--- src/rtl/operand_fetch.sv ---
// operand_fetch: register file plus A/B operand sequencing with a valid/ready handshake to the ALU
module operand_fetch #(
    parameter int DW   = 16,
    parameter int NREG = 8,
    parameter int AW   = 3
) (
    input  logic          clk,
    input  logic          reset_n,
    input  logic          req_valid,
    output logic          req_ready,
    input  logic [1:0]    req_op,
    input  logic [AW-1:0] req_rn,
    input  logic [AW-1:0] req_rm,
    input  logic [1:0]    req_shift,
    input  logic          req_asel,
    input  logic          req_bsel,
    input  logic [4:0]    req_imm5,
    input  logic          wb_en,
    input  logic [AW-1:0] wb_reg,
    input  logic [DW-1:0] wb_data,
    output logic [DW-1:0] Ain,
    output logic [DW-1:0] Bin,
    output logic [1:0]    ALUop,
    output logic          out_valid,
    input  logic          out_ready
);
    typedef enum logic [1:0] {IDLE, READ_A, READ_B, PRESENT} state_t;
    state_t state, state_nx;
    logic [DW-1:0] rf [NREG];
    logic [DW-1:0] a_reg, b_reg, rd_data, shifted, imm_sx;
    logic [1:0]    c_op, c_shift;
    logic [AW-1:0] c_rn, c_rm, rd_idx;
    logic          c_asel, c_bsel;
    logic [4:0]    c_imm5;

    always_ff @(posedge clk or negedge reset_n)
        if (!reset_n) state <= IDLE;
        else state <= state_nx;

    always_comb begin
        state_nx = (state == IDLE)   ? (req_valid ? READ_A : IDLE) :
                   (state == READ_A) ? READ_B :
                   (state == READ_B) ? PRESENT :
                   (out_ready ? IDLE : PRESENT);
    end

    always_comb begin
        req_ready = state == IDLE;
        out_valid = state == PRESENT;
    end

    // Single read port; a same-cycle write to the read index is forwarded.
    always_comb begin
        rd_idx  = (state == READ_A) ? c_rn : c_rm;
        rd_data = (wb_en && wb_reg == rd_idx) ? wb_data : rf[rd_idx];
        shifted = (c_shift == 2'b01) ? {rd_data[DW-2:0], 1'b0} :
                  (c_shift == 2'b10) ? {1'b0, rd_data[DW-1:1]} :
                  (c_shift == 2'b11) ? {rd_data[DW-1], rd_data[DW-1:1]} : rd_data;
        imm_sx  = {{(DW-5){c_imm5[4]}}, c_imm5};
    end

    always_ff @(posedge clk or negedge reset_n) begin
        if (!reset_n) begin
            for (int i = 0; i < NREG; i++) rf[i] <= '0;
            a_reg   <= '0;
            b_reg   <= '0;
            c_op    <= '0;
            c_rn    <= '0;
            c_rm    <= '0;
            c_shift <= '0;
            c_asel  <= 1'b0;
            c_bsel  <= 1'b0;
            c_imm5  <= '0;
        end else begin
            if (wb_en) rf[wb_reg] <= wb_data;
            if (state == IDLE && req_valid) begin
                c_op    <= req_op;
                c_rn    <= req_rn;
                c_rm    <= req_rm;
                c_shift <= req_shift;
                c_asel  <= req_asel;
                c_bsel  <= req_bsel;
                c_imm5  <= req_imm5;
            end
            if (state == READ_A) a_reg <= c_asel ? '0 : rd_data;
            if (state == READ_B) b_reg <= c_bsel ? imm_sx : shifted;
        end
    end

    assign Ain   = a_reg;
    assign Bin   = b_reg;
    assign ALUop = c_op;
endmodule

--- config.mk ---
export PLATFORM = sky130hd
export DESIGN_NAME = operand_fetch
export DESIGN_NICKNAME = d
export VERILOG_FILES = /design/src/rtl/operand_fetch.sv
export SDC_FILE = /design/constraint.sdc
export NUM_CORES = 1
export LEC_CHECK = 0
export BUFFER_PORTS_ARGS = -buffer_cell sky130_fd_sc_hd__buf_2
export CORE_ASPECT_RATIO = 2
export CORE_MARGIN = 8
export CORE_UTILIZATION = 45
export DETAILED_ROUTE_END_ITERATION = 10
export PLACE_DENSITY = 0.68
export SLEW_MARGIN = 10
export SYNTH_ARGS = -nofsm -noshare
export SYNTH_HDL_FRONTEND = slang
export SYNTH_SLANG_ARGS = --single-unit
--- constraint.sdc ---
create_clock -name clk -period 6.6 [get_ports clk]
set_input_delay 0.66 -clock clk [delete_from_list [all_inputs] [get_ports clk]]
set_output_delay 0.66 -clock clk [all_outputs]
set_load 0.02 [all_outputs]
=== Word-level counts from Yosys, hierarchy flattened ===
Index checks and enable logic that the tools add are counted.

* $lt $le $gt $ge: 3
* Equality and inequality tests: 7
* Mux-type cells: 18
* Bitwise logic cells: 2
* Reductions and logical operators: 4

{| class="wikitable"
|+ Operator list
! operator !! number
|-
| 128-bit bitwise mux || 1
|-
| 16-bit 2-to-1 mux || 8
|-
| 16-bit binary-select mux with 3-bit select || 1
|-
| 16-bit demux with 3-bit select || 1
|-
| 15-bit 2-to-1 mux || 1
|-
| 2-bit equality test (second input constant) || 4
|-
| 4-bit >= comparator (second input constant) || 2
|-
| 2-bit 2-to-1 mux || 4
|-
| 3-bit NOT with 4-bit output || 2
|-
| 2-bit by 1-bit equality test with 1-bit output (second input constant) || 2
|-
| 4-bit by 1-bit < comparator with 1-bit output (second input constant) || 1
|-
| 3-bit equality test || 1
|-
| 1-bit logical AND || 3
|-
| 3-bit 2-to-1 mux || 1
|-
| 2-bit zero test || 1
|-
| 1-bit 2-to-1 mux || 1
|}

* Flip-flop bits (word level): 179
* Logic and storage cells: 52

=== Depth between registers and ports, before layout ===
* Word-level depth: 11
* Gate-level depth with buffers: 10
* Gate-level depth less buffers: 7

=== Worst setup path before layout ===
Ideal clock, no wire load.

* Path kind: input port to flip-flop
* Start: in wb_en
* End: reg rf[85] in the netlist's numbering
* Setup time: 0.125 ns
* Arrival time: 2.251 ns
* Setup slack: 4.225 ns
* Stages on the path: 5
* Path buffers: 2
* Path through: clkbuf_1 -> nand2b_1 -> nor3b_1 -> buf_2 -> mux2_2

{| class="wikitable"
|+ RTL lines
! item !! line !! source
|-
| start: declaration || 18 || <nowiki>input logic wb_en,</nowiki>
|-
| end signal: indexed assignment || 75 || <nowiki>if (wb_en) rf[wb_reg] <= wb_data;</nowiki>
|-
| end: declaration || 29 || <nowiki>logic [DW-1:0] rf [NREG];</nowiki>
|}

=== Worst setup path after layout ===
* Start: reg state[0]
* End: reg b_reg[12] (netlist: Bin[12])

* Longest elaborated chain between the ends: 11
* Elaborated cells between the ends (all ways): 14

{| class="wikitable"
|+ RTL lines
! item !! line !! source
|-
| start: declaration || 28 || <nowiki>state_t state, state_nx;</nowiki>
|-
| start signal: assignment || 38 || <nowiki>else state <= state_nx;</nowiki>
|-
| 2-bit by 1-bit equality test with 1-bit output || 54 || <nowiki>rd_idx = (state == READ_A) ? c_rn : c_rm;</nowiki>
|-
| 3-bit 2-to-1 mux || 54 ||
|-
| 3-bit NOT with 4-bit output (not written as such) || 55 || <nowiki>rd_data = (wb_en && wb_reg == rd_idx) ? wb_data : rf[rd_idx];</nowiki>
|-
| 16-bit binary-select mux with 3-bit select || 55 ||
|-
| 16-bit 2-to-1 mux (not written as such) (2 in series) || 55 ||
|-
| 16-bit 2-to-1 mux || 55 ||
|-
| 15-bit 2-to-1 mux || 58 || <nowiki>(c_shift == 2'b11) ? {rd_data[DW-1], rd_data[DW-1:1]} : rd_data;</nowiki>
|-
| 16-bit 2-to-1 mux || 57 || <nowiki>(c_shift == 2'b10) ? {1'b0, rd_data[DW-1:1]} :</nowiki>
|-
| 16-bit 2-to-1 mux || 56 || <nowiki>shifted = (c_shift == 2'b01) ? {rd_data[DW-2:0], 1'b0} :</nowiki>
|-
| 16-bit 2-to-1 mux || 86 || <nowiki>if (state == READ_B) b_reg <= c_bsel ? imm_sx : shifted;</nowiki>
|-
| end signal: assignment || 86 ||
|-
| end: declaration || 30 || <nowiki>logic [DW-1:0] a_reg, b_reg, rd_data, shifted, imm_sx;</nowiki>
|}

Parallel ways exist; a longest one is shown, timed or not. The select of a mux whose other input is x is not followed.
A chain may end at the register's enable or synchronous reset.

==> flow_summary_export.csv <==
group,metric,value,unit
power_and_ir_drop,power.density,487,nW/um^2
grt,groute.layer.met2.usage,0.345,
grt,antenna_found_initial,0,
route,wl,23300,um
critical_path,critPathLaunchType,"register",
critical_path,cp_max_fo,20,
critical_path,worstSetupPathType,"register to register",
clock_tree,cts-root-buf,"clkbuf_16",
clock_tree,cts_buffers,17,
floorplanning,coreArea,19300,sq um
finish,final_cells,1060,
yosys,yosys-top-cells-count,"dfrtp_1, mux2_2, mux2i_1",
finish,area_growth,12.6,%
clock_tree,postCtsSetupBuffers,0,
timing,setup_violations,0,
place,gp_congestion,0.854,
place,hpwl,16000,um
yosys,synthMostInstantiatedCell,"dfrtp_1",
floorplanning,die_w,115,um
run,maxCapViolCount,0,
power_and_ir_drop,leakage,0.00443,uW
yosys,synthSimpleGateAreaFrac,0.0771,
floorplanning,die_area,24700,sq um
grt,use_met3,0.0316,
grt,grt_max_degree,103,
clock_tree,cts_hold_buffers,0,
route,drtIter0Drc,363,
clock_tree,clockBufferDepth,2,
yosys,ys_ff_latch,179,
finish,drive_gt1_frac,0.340,
yosys,synth.avg_cell_area,12.0,sq um
yosys,ys.flop_type,"dfrtp_1",
timing,rsz0062_at_grt,"false",
floorplanning,ioPinCount,77,
grt,grt_pass1_wl,37100,um
yosys,syn_area,8840,sq um
timing,hold_viol_final,0,
grt,gr-usage-met1,0.220,
clock_tree,cts_tree,"yes",
timing,tightest_slew,1060,ps
timing,final.period_utilization,0.594,
power_and_ir_drop,total_power,4850,uW
finish,diodes,0,
floorplanning,core.rowCount,72,
route,drc_errors,0,
critical_path,cp-end-kind,"register",
status,status,"complete, no violations",
finish,n_fill_cell,1754,
yosys,yosysWarnings,0,
critical_path,cp.arrival,4260,ps
route,vias_per_cell,5.89,
yosys,synthAdderAreaFrac,0,
grt,globalRoute.totalOverflow,0,
yosys,synth_edf_count,0,
timing,max_freq,255,MHz
yosys,synthTopCellsByArea,"dfrtp_1, mux2_2, mux2i_1",
timing,finalCriticalPeriod,3920,ps
place,dp.cells,1028,
finish,fin_nets,829,
timing,drv_slew,0,
yosys,syn_inst,737,
clock_tree,cts_resized,0,
yosys,synth_compound_area_frac,0.116,
yosys,ys_async_sr_fraction,1.00,
power_and_ir_drop,max-vdd-ir-drop,0.000195,V
route,vias,6248,
finish,regArea,4480,sq um
clock_tree,worstSkewPairLatency,440,ps
clock_tree,cts.htree.levels,4,
floorplanning,die_y,214,um
place,io_buffers,76,
route,wl_per_cell,21.9,um
clock_tree,path_clk_slew,70,ps
grt,grt-busiest-layer,"met2",
route,postRouteAntennaNets,0,
timing,clock_skew,7.48,ps
yosys,synth_top_family_by_area,"multiplexers",
clock_tree,cts_sinks,179,
timing,maxSlewHeadroom,0.292,
critical_path,crit_required,6940,ps
route,drtPass1Iterations,5,
finish,multiInputGateArea,4090,sq um
timing,setup_tns,0,ps
grt,grt_pass1_vias,6493,
worst_hold_path,hold_class,"input pin to async pin",
yosys,synth.mux.area_fraction,0.261,
yosys,synth_top_area_cell,"dfrtp_1",
grt,grt_usage,0.197,
yosys,yosysSeqAreaShare,0.507,
floorplanning,start_util,0.459,
yosys,netlist-cell-type-count,63,
yosys,synth_top_area_share,0.507,
yosys,synth_xor_area_frac,0.00495,
yosys,synth_nets,778,
[state kept, by name (all words and copies together) (netlist names)]
name	flops
ALUop	2
c_rn	3
c_asel	1
Bin	16
Ain	16
c_imm5	5
state	2
c_bsel	1
c_rm	3
rf	128
c_shift	2
[kinds of logic after synthesis]
kind of cell           count (synthesis)
XOR/XNOR                               5
AO/OA/AOI/OAI                        149
multiplexers                         213
buffers and inverters                 63
flip-flops                           179
AND/OR/NAND/NOR                      128
[power by group]
group | total, uW | switching, uW | internal (uW)
Sequential | 1720 | 306 | 1420
Combinational | 2140 | 1250 | 886
Clock | 988 | 452 | 537
Total | 4850 | 2010 | 2840
[critical path, cell delays in order (launching register included)]
cell,delay [ps]
dfrtp_1,530
nor2b_4,470
mux2i_4,310
xor2_1,830
and2_1,830
a21oi_1,260
mux2_2,320
a221oi_1,260
[worst paths after layout]
path,startpoint,endpoint,slack [ps],cells past startpoint
max in group asynchronous,reset_n,rf[8],4670,2
min,reset_n,rf[43],330,1
max,state[0],Bin[12],2680,7
max reg2reg,state[0],Bin[12],2680,7
min in group clk,out_ready,state[1],420,2
min reg2reg,Ain[12],Ain[12],480,2
[metal layers]
metal  up-vias  share of wire
li1       2820              -
met1      3182           0.38
met2       190           0.54
met3        56          0.041
met4         0          0.042
met5         -              0
[metrics by stage]
stage | utilization | hold slack (ps) | setup slack, ps | cell area, sq um
finish | 0.516 | 328 | 2680 | 9960
global route | 0.516 | 424 | 2360 | 9960
CTS | 0.516 | 364 | 2680 | 9960
detailed placement | 0.487 | 465 | 2690 | 9390
global placement | 0.487 | 461 | 2750 | 9390
floorplan | - | 364 | 4220 | 8840
[area by class of cell]
| cell class | count | share of cell area |
|---|---|---|
| Sequential cell | 179 | 0.450 |
| Multi-Input combinational cell | 495 | 0.410 |
| Timing Repair Buffer | 88 | 0.0479 |
| Clock buffer | 19 | 0.0445 |
| Tap cell | 259 | 0.0325 |
| Clock inverter | 13 | 0.0123 |
| Inverter | 7 | 0.00264 |
[cells in the final DEF (no fill, tap or decap), drive strengths merged, types with 4 or more instances in the layout]
cell / Yosys / routed
dfrtp: 179 / 179
mux2: 135 / 135
buf: 28 / 88
mux2i: 78 / 78
o21ai: 44 / 44
nand2: 43 / 43
o22ai: 26 / 26
nor2: 21 / 21
a21oi: 19 / 19
clkbuf: 28 / 19
nand3b: 13 / 13
inv: 7 / 13
o31ai: 12 / 12
nand2b: 11 / 11
nor3: 11 / 11
a31oi: 7 / 7
clkinv: 0 / 6
o21a: 5 / 5
and2: 5 / 5
xnor2: 4 / 4
a22o: 4 / 4
nand3: 4 / 4
(Power assumes the default switching activity.)
